## config.mk

```make
export PLATFORM = sky130hd
export DESIGN_NAME = mult_acc_algoritmico
export DESIGN_NICKNAME = d
export VERILOG_FILES = /design/src/rtl/mult_acc_algoritmico.sv
export SDC_FILE = /design/constraint.sdc
export NUM_CORES = 1
export LEC_CHECK = 0
export ABC_AREA = 0
export CORE_MARGIN = 2
export CORE_UTILIZATION = 40
export CTS_BUF_LIST = sky130_fd_sc_hd__clkbuf_4 sky130_fd_sc_hd__clkbuf_8
export DETAILED_ROUTE_END_ITERATION = 12
export GPL_TIMING_DRIVEN = 0
export PLACE_DENSITY = 0.64
export SLEW_MARGIN = 20
export SYNTH_ARGS = -nofsm -noshare
export SYNTH_HDL_FRONTEND = slang
export SYNTH_SLANG_ARGS = --single-unit
```

## constraint.sdc

```tcl
create_clock -name CLK -period 3.8 [get_ports CLK]
set_input_delay 0.76 -clock CLK [delete_from_list [all_inputs] [get_ports CLK]]
set_output_delay 0.76 -clock CLK [all_outputs]
set_load 0.05 [all_outputs]
```

## src/rtl/mult_acc_algoritmico.sv

```systemverilog
// Sequential signed multiply-accumulate, radix-2 Booth.
// Prod = MulA*MulB + Addend, one multiplier bit per ADD/SHIFT pair.
module mult_acc_algoritmico #(
  parameter int tamanyo = 32
) (
  input  logic                           CLK,
  input  logic                           RSTa,
  input  logic                           Start,
  input  logic signed [tamanyo-1:0]      MulA,
  input  logic signed [tamanyo-1:0]      MulB,
  input  logic signed [tamanyo-1:0]      Addend,
  output logic signed [2*tamanyo-1:0]    Prod,
  output logic                           Busy,
  output logic                           Done
);

  localparam int CW = $clog2(tamanyo);

  typedef enum logic [1:0] {
    S_IDLE,
    S_ADD,
    S_SHIFT,
    S_FIN
  } state_t;

  state_t r_state;
  state_t w_next;

  // ACC carries one guard bit so ACC-M cannot overflow for M=-2^(n-1)
  logic signed [tamanyo:0]   r_acc;
  logic signed [tamanyo:0]   r_m;
  logic [tamanyo-1:0]        r_q;
  logic                      r_q1;
  logic [2*tamanyo-1:0]      r_c;
  logic [CW-1:0]             r_cont;

  logic [2*tamanyo-1:0]      w_sum;

  assign Busy  = (r_state != S_IDLE);
  assign w_sum = {r_acc[tamanyo-1:0], r_q} + r_c;

  // State register
  always_ff @(posedge CLK or negedge RSTa) begin
    if (!RSTa) r_state <= S_IDLE;
    else       r_state <= w_next;
  end

  // Next-state logic
  always_comb begin
    w_next = S_IDLE;
    case (r_state)
      S_IDLE:  w_next = Start ? S_ADD : S_IDLE;
      S_ADD:   w_next = S_SHIFT;
      S_SHIFT: w_next = (r_cont == '0) ? S_FIN : S_ADD;
      S_FIN:   w_next = S_IDLE;
      default: w_next = S_IDLE;
    endcase
  end

  // Booth datapath and registered outputs
  always_ff @(posedge CLK or negedge RSTa) begin
    if (!RSTa) begin
      r_acc  <= '0;
      r_m    <= '0;
      r_q    <= '0;
      r_q1   <= 1'b0;
      r_c    <= '0;
      r_cont <= '0;
      Prod   <= '0;
      Done   <= 1'b0;
    end else begin
      case (r_state)
        S_IDLE: begin
          Done <= 1'b0;
          if (Start) begin
            r_acc  <= '0;
            r_m    <= {MulA[tamanyo-1], MulA};
            r_q    <= MulB;
            r_q1   <= 1'b0;
            r_c    <= {{tamanyo{Addend[tamanyo-1]}}, Addend};
            r_cont <= CW'(tamanyo - 1);
          end
        end
        S_ADD: begin
          case ({r_q[0], r_q1})
            2'b01:   r_acc <= r_acc + r_m;
            2'b10:   r_acc <= r_acc - r_m;
            default: r_acc <= r_acc;
          endcase
        end
        S_SHIFT: begin
          {r_acc, r_q, r_q1} <= {r_acc[tamanyo], r_acc, r_q};
          r_cont             <= r_cont - CW'(1);
        end
        S_FIN: begin
          Prod <= w_sum;
          Done <= 1'b1;
        end
        default: begin
          Done <= 1'b0;
        end
      endcase
    end
  end

endmodule

```

# --- Yosys cells after proc, flatten, opt, wreduce, memory -nomap -nowiden ---
# Cells that the tools add are included.
op_classes:
  n_eq_ne: 7
  addsub: 4
  bitwise_logic: 1
  n_mux: 13
  reduce_logical: 11
ops:
  columns: ["operator", "count"]
  rows:
  - ["$pmux 33 s3", 1]
  - ["$pmux 33 s2", 1]
  - ["$add 64x64->64", 1]
  - ["$pmux 32 s2", 1]
  - ["$add 33x32->33", 1]
  - ["$mux 33", 1]
  - ["$sub 33x32->33", 1]
  - ["$mux 32", 1]
  - ["$pmux 5 s2", 1]
  - ["$pmux 2 s4", 1]
  - ["$reduce_bool 2->1", 4]
  - ["$eq 2x2->1 const B", 3]
  - ["$logic_not 5->1", 1]
  - ["$mux 5", 1]
  - ["$sub 5x1->5 const B", 1]
  - ["$eq 2x1->1 const B", 2]
  - ["$pmux 1 s2", 2]
  - ["$reduce_and 2->1", 2]
  - ["$reduce_and 4->1", 1]
  - ["$ne 3x1->1 const B", 1]
  - ["$reduce_and 3->1", 1]
  - ["$reduce_bool 3->1", 1]
  - ["$logic_not 2->1", 1]
  - ["$mux 1", 2]
  - ["other kinds (3)", 3]
totals:
  reg_bits: 202
  out_inout_bits: 66

# --- Logic depth before layout (Yosys ltp) ---
depth:
  ltp_word: 3
  mapped_depth: 20
  mapped_depth_nobuf: 19

# --- Least setup slack after synthesis ---
# Ideal clock, no wire load.
synth_timing:
  path_kind: "reg2reg"
  from: "register r_m[3]"
  to: "register r_acc[32]"
  arrival_time_ps: 4077
  required_time_ps: 3676
  period_less_slack_ps: 4201
  path_stages_with_launch: 17
  setup_time_ps: 124
  path_buffers: 0
  path_slack_ps: -401
  cell_sequence: "dfrtp_1 > or4_4 > nor2_1 > nand2_1 > or2_2 > o21ai_0 > xor2_1 > ha_1 > a21o_1 > a21o_1 > a21o_1 > a2111oi_2 > a21oi_1 > a31o_2 > o31a_1 > and3_1 > a211o_1"
synth_via:
  elab_chain_cells: 3
  word_cells_on_any_way: 4
  classes_between: "add/sub: 2; mux: 2"
synth_rtl:
  columns: ["element", "line", "text"]
  rows:
  - ["from (decl)", "31", "logic signed [tamanyo:0] r_m;"]
  - ["from (signal assigned)", "77", "r_m <= {MulA[tamanyo-1], MulA};"]
  - ["$sub 33x32->33 or $add 33x32->33 (tied branches)", "87, 86", null]
  - ["$pmux 33 s2 (*)", "85", "case ({r_q[0], r_q1})"]
  - ["$pmux 33 s3 (*)", "72", "case (r_state)"]
  - ["to (signal assigned)", "86", "2'b01: r_acc <= r_acc + r_m;"]
  - ["to (signal assigned)", "87", "2'b10: r_acc <= r_acc - r_m;"]
  - ["to (signal assigned)", "88", "default: r_acc <= r_acc;"]
  - ["to (decl)", "30", "logic signed [tamanyo:0] r_acc;"]
# Mark *: on every way between the ends. The rest lies on a longest branch, timed or not.
# A chain may end at the register's enable or synchronous reset.

# --- Worst setup path after layout ---
layout_timing:
  from: "register r_m[4]"
  to: "register r_acc[32]"
# The elaborated chain is that of the path after synthesis.

==> reports/qor.yml <==
setup_path:
  reg2reg_depth: 16
  worst-path-max-fanout: 4
  cp_slowest_cell: "or4_4"
  crit_family: "compound AO/OA/AOI/OAI gates"
  r2r_start: "r_m[4]$_DFFE_PN0P_"
  worst-path-stages: 16
  critical_path_buf_inv_count: 0
  crit_arrival_ns: 4.45
  slowest_delay_ns: 0.58
  cpMostUsedCell: "a21o_1"
  crit_start: "r_m[4]$_DFFE_PN0P_"
  startpoint_type: "flop"
  cp.required_ns: 4.24
  timing.reg2reg.setup_slack_ns: -0.21
  r2r-end: "r_acc[32]$_DFFE_PN0P_"
  cp-end-kind: "flop"
  path_cells: "or4_4, nor2_4, nand2_2, or2_4, o21ai_2, xor2_1, ha_1, a21o_1, a21o_1, a21o_1, a2111oi_4, a21oi_2, a31o_4, o31a_1, and3_1, a211o_1"
  setup.worst_path.class: "reg2reg"
  critPathCapture: "r_acc[32]$_DFFE_PN0P_"
outcome:
  outcome: "complete, but fails checks"
  violations: "setup timing"
timing:
  finalSetupViolCount: 6
  finClkSkew_ns: 0.03343
  rsz0062_at_grt: "yes"
  fin_hold_ws_ns: 0.08194
  fin_crit_sh_pct: 105.5
  hold_viol_final: 0
  timing.final.crit_period_ns: 4.011
  fin_ws_ns: -0.2105
  relSlewSlack_pct: 41.36
  fmax_mhz: 249.3
  tightestPinTransition_ns: 0.8796
  slew_violations: 0
finish:
  register_area_sq_um: 5061
  post-route-util_pct: 51.10
  fin_nets: 1971
  nFillCells: 3367
  area_growth_pct: 26.74
  multi_input_area_sq_um: 9158
  drive_above_1_share_pct: 17.12
  fin_cells: 2259
placement:
  io_buffers: 164
  gp_congestion: 0.9026
  dp.cells: 2160
  hpwl_microns: 31960
die:
  die_w_microns: 192.4
  dieArea_sq_um: 37030
  io_pins: 165
  core_area_sq_um: 35220
  rows: 69
  start_util_pct: 40.32
  fp.dieH_microns: 192.4
synth:
  syn-num-nets: 1737
  syn_inst: 1533
  synth_cell_types: 77
  netlist_area_sq_um: 14200
  synth_ff_type: "dfrtp_1"
  yosys_warnings: 0
  synthArstFlopShare_pct: 100.0
  synth_simple_gate_area_share_pct: 12.66
  synth_compound_area_share_pct: 21.11
  synth_top_family_by_area: "compound AO/OA/AOI/OAI gates"
  ys_seq_elements: 202
  ys_seq_area_share_pct: 35.59
  synth-xor-area-share_pct: 6.784
  synthMuxAreaShare_pct: 11.43
  avgSynthCellArea_sq_um: 9.264
  synth_fa_ha_area_share_pct: 9.356
  synth_edf_count: 0
route:
  firstDrtPassIters: 5
  wirelength_microns: 40810
  wl_met3_microns: 2247
  ant_nets: 0
  drt-initial-drc-count: 875
  wl_met2_microns: 18260
  wl_per_cell_microns: 18.07
  wl_met1_microns: 18830
  routed_via_density: 5.557
  maxUsedRoutingLayer: "met4"
  route.detailed.drc: 0
  vias: 12550
clock_network:
  path_clk_slew_ns: 0.06
  numCtsBuffers: 38
  clock-sinks: 202
  worstSkewPairLatency_ns: 0.57
  clockBufferDepth: 3
  cts_tree: "built"
  hold_buffers: 0
  clock-root-buffer: "clkbuf_8"
  h-tree-depth: 2
global_route:
  grt_pass1_vias: 12350
  grt_usage_pct: 22.14
  grt_overflow: 0
  antenna_found_initial: 5
  grt_max_degree: 93
  grt_first_pass_wirelength_microns: 65210
run:
  drv_cap: 0
min_path:
  hold_path.class: "in2async"
-- per-stage QoR --
step | setup TNS (ns) | setup slack [ns] | cell area, sq um
6_report | -0.7261 | -0.2105 | 18000
2_1_floorplan | -0.1130 | -0.1130 | 14230
3_3_place_gp | -1314.94 | -6.490 | 16450
5_1_grt | -2.498 | -0.3947 | 18000
3_5_place_dp | -10.17 | -0.9139 | 16510
4_1_cts | -0.8551 | -0.2771 | 17520
-- cells in the final DEF (no fill, tap or decap), types with 12 or more instances in the layout --
cell type        count
a21o_1              47
a21oi_1            119
a22oi_1             21
buf_4               28
clkbuf_1            56
clkbuf_4            13
clkbuf_8            48
clkdlybuf4s50_1    163
dfrtp_1            199
ha_1                97
inv_1               40
mux2_2             113
mux2i_1             35
nand2_1            145
nand3_1             16
nand4_1             25
nor2_1              81
nor3_1              29
o21ai_0            115
o21ai_1             16
o21bai_1            18
o31ai_1             12
xnor2_1             63
xor2_1              43
-- registers in the layout, indices dropped and copies added, names as in the netlist --
register and count:
r_q 32, r_cont 5, r_q1 1, r_acc 33, Done 1, r_c 32
Prod 64, r_state 2, r_m 32
-- final cells by class --
class / instances / share of cell area [%]
inverter: 41 / 0.8550
timing repair buffer: 196 / 10.75
buffer: 71 / 1.599
multi-input combinational: 1217 / 50.88
clock inverter: 6 / 0.3615
sequential: 202 / 28.12
antenna: 5 / 0.06951
tap: 461 / 3.204
clock buffer: 60 / 4.171
-- cells by family (layout without fill, tap and decap cells) --
logic type               Yosys count  after routing
other                              0              5
flip-flops                       202            202
multiplexers                     148            148
AO/OA/AOI/OAI                    472            472
XOR/XNOR                         110            110
AND/OR/NAND/NOR                  382            382
adder cells (fa/ha/maj)          105            105
buffers and inverters            114            374
-- layer usage --
layer	track usage [%]	vias up
li1	-	6108
met1	31.07	5999
met2	34.28	367
met3	3.001	79
met4	9.248	0
met5	0	-
-- synthesized netlist by cell type (all sizes together), types with 7 or more instances --
| library cell | instances | share of area, % |
|---|---|---|
| nand3 | 17 | 0.60 |
| a21o | 47 | 2.5 |
| nand2b | 12 | 0.53 |
| nand2 | 150 | 4.0 |
| inv | 41 | 1.1 |
| o21a | 11 | 0.58 |
| a211oi | 9 | 0.48 |
| mux2i | 35 | 2.5 |
| o31ai | 15 | 0.83 |
| ha | 103 | 9.1 |
| xnor2 | 66 | 4.1 |
| nor2 | 86 | 2.3 |
| xor2 | 44 | 2.7 |
| a31oi | 12 | 0.57 |
| nand4 | 25 | 1.1 |
| o21ai | 137 | 4.8 |
| nor2b | 10 | 0.44 |
| a221oi | 7 | 0.52 |
| and2 | 8 | 0.38 |
| dfrtp | 202 | 36 |
| a22oi | 22 | 1.2 |
| clkbuf | 61 | 1.6 |
| a221o | 8 | 0.56 |
| a21oi | 130 | 4.6 |
| mux2 | 113 | 9.0 |
| or3 | 11 | 0.48 |
| nor3 | 31 | 1.1 |
| or4 | 8 | 0.48 |
| o21bai | 18 | 0.95 |
| buf | 12 | 0.38 |
-- worst reg2reg max path, cell delays in order (launching register included) --
cell and delay [ns]:
dfrtp_1 0.38, or4_4 0.58, nor2_4 0.11, nand2_2 0.08, or2_4 0.27, o21ai_2 0.13, xor2_1 0.17, ha_1 0.28
a21o_1 0.17, a21o_1 0.15, a21o_1 0.20, a2111oi_4 0.37, a21oi_2 0.15, a31o_4 0.26, o31a_1 0.25, and3_1 0.15
a211o_1 0.21
-- worst min-delay path by stage --
stage / startpoint / end / slack (ns) / cells past startpoint
6_report: RSTa / Prod[4]$_DFFE_PN0P_ / 0.08 / 1
4_1_cts: RSTa / Prod[4]$_DFFE_PN0P_ / 0.06 / 1
2_1_floorplan: RSTa / Done$_DFFE_PN0P_ / 0.46 / 0
5_1_grt: RSTa / Prod[4]$_DFFE_PN0P_ / 0.08 / 1
3_3_place_gp: Prod[45]$_DFFE_PN0P_ / Prod[45]$_DFFE_PN0P_ / 0.47 / 2
3_5_place_dp: Done$_DFFE_PN0P_ / Done$_DFFE_PN0P_ / 0.48 / 2
-- what timing repair did --
| item | in CTS | in global routing |
|---|---|---|
| cloned | 0 | 0 |
| pin swaps | 13 | 37 |
| setup endpoints to repair | 29 | 21 |
| resized for setup | 32 | 80 |
| buffers inserted | 10 | 22 |
Power is left out: the tool's default activity adds up to more than one toggle a clock period on the data nets, which glitch-free logic cannot reach.
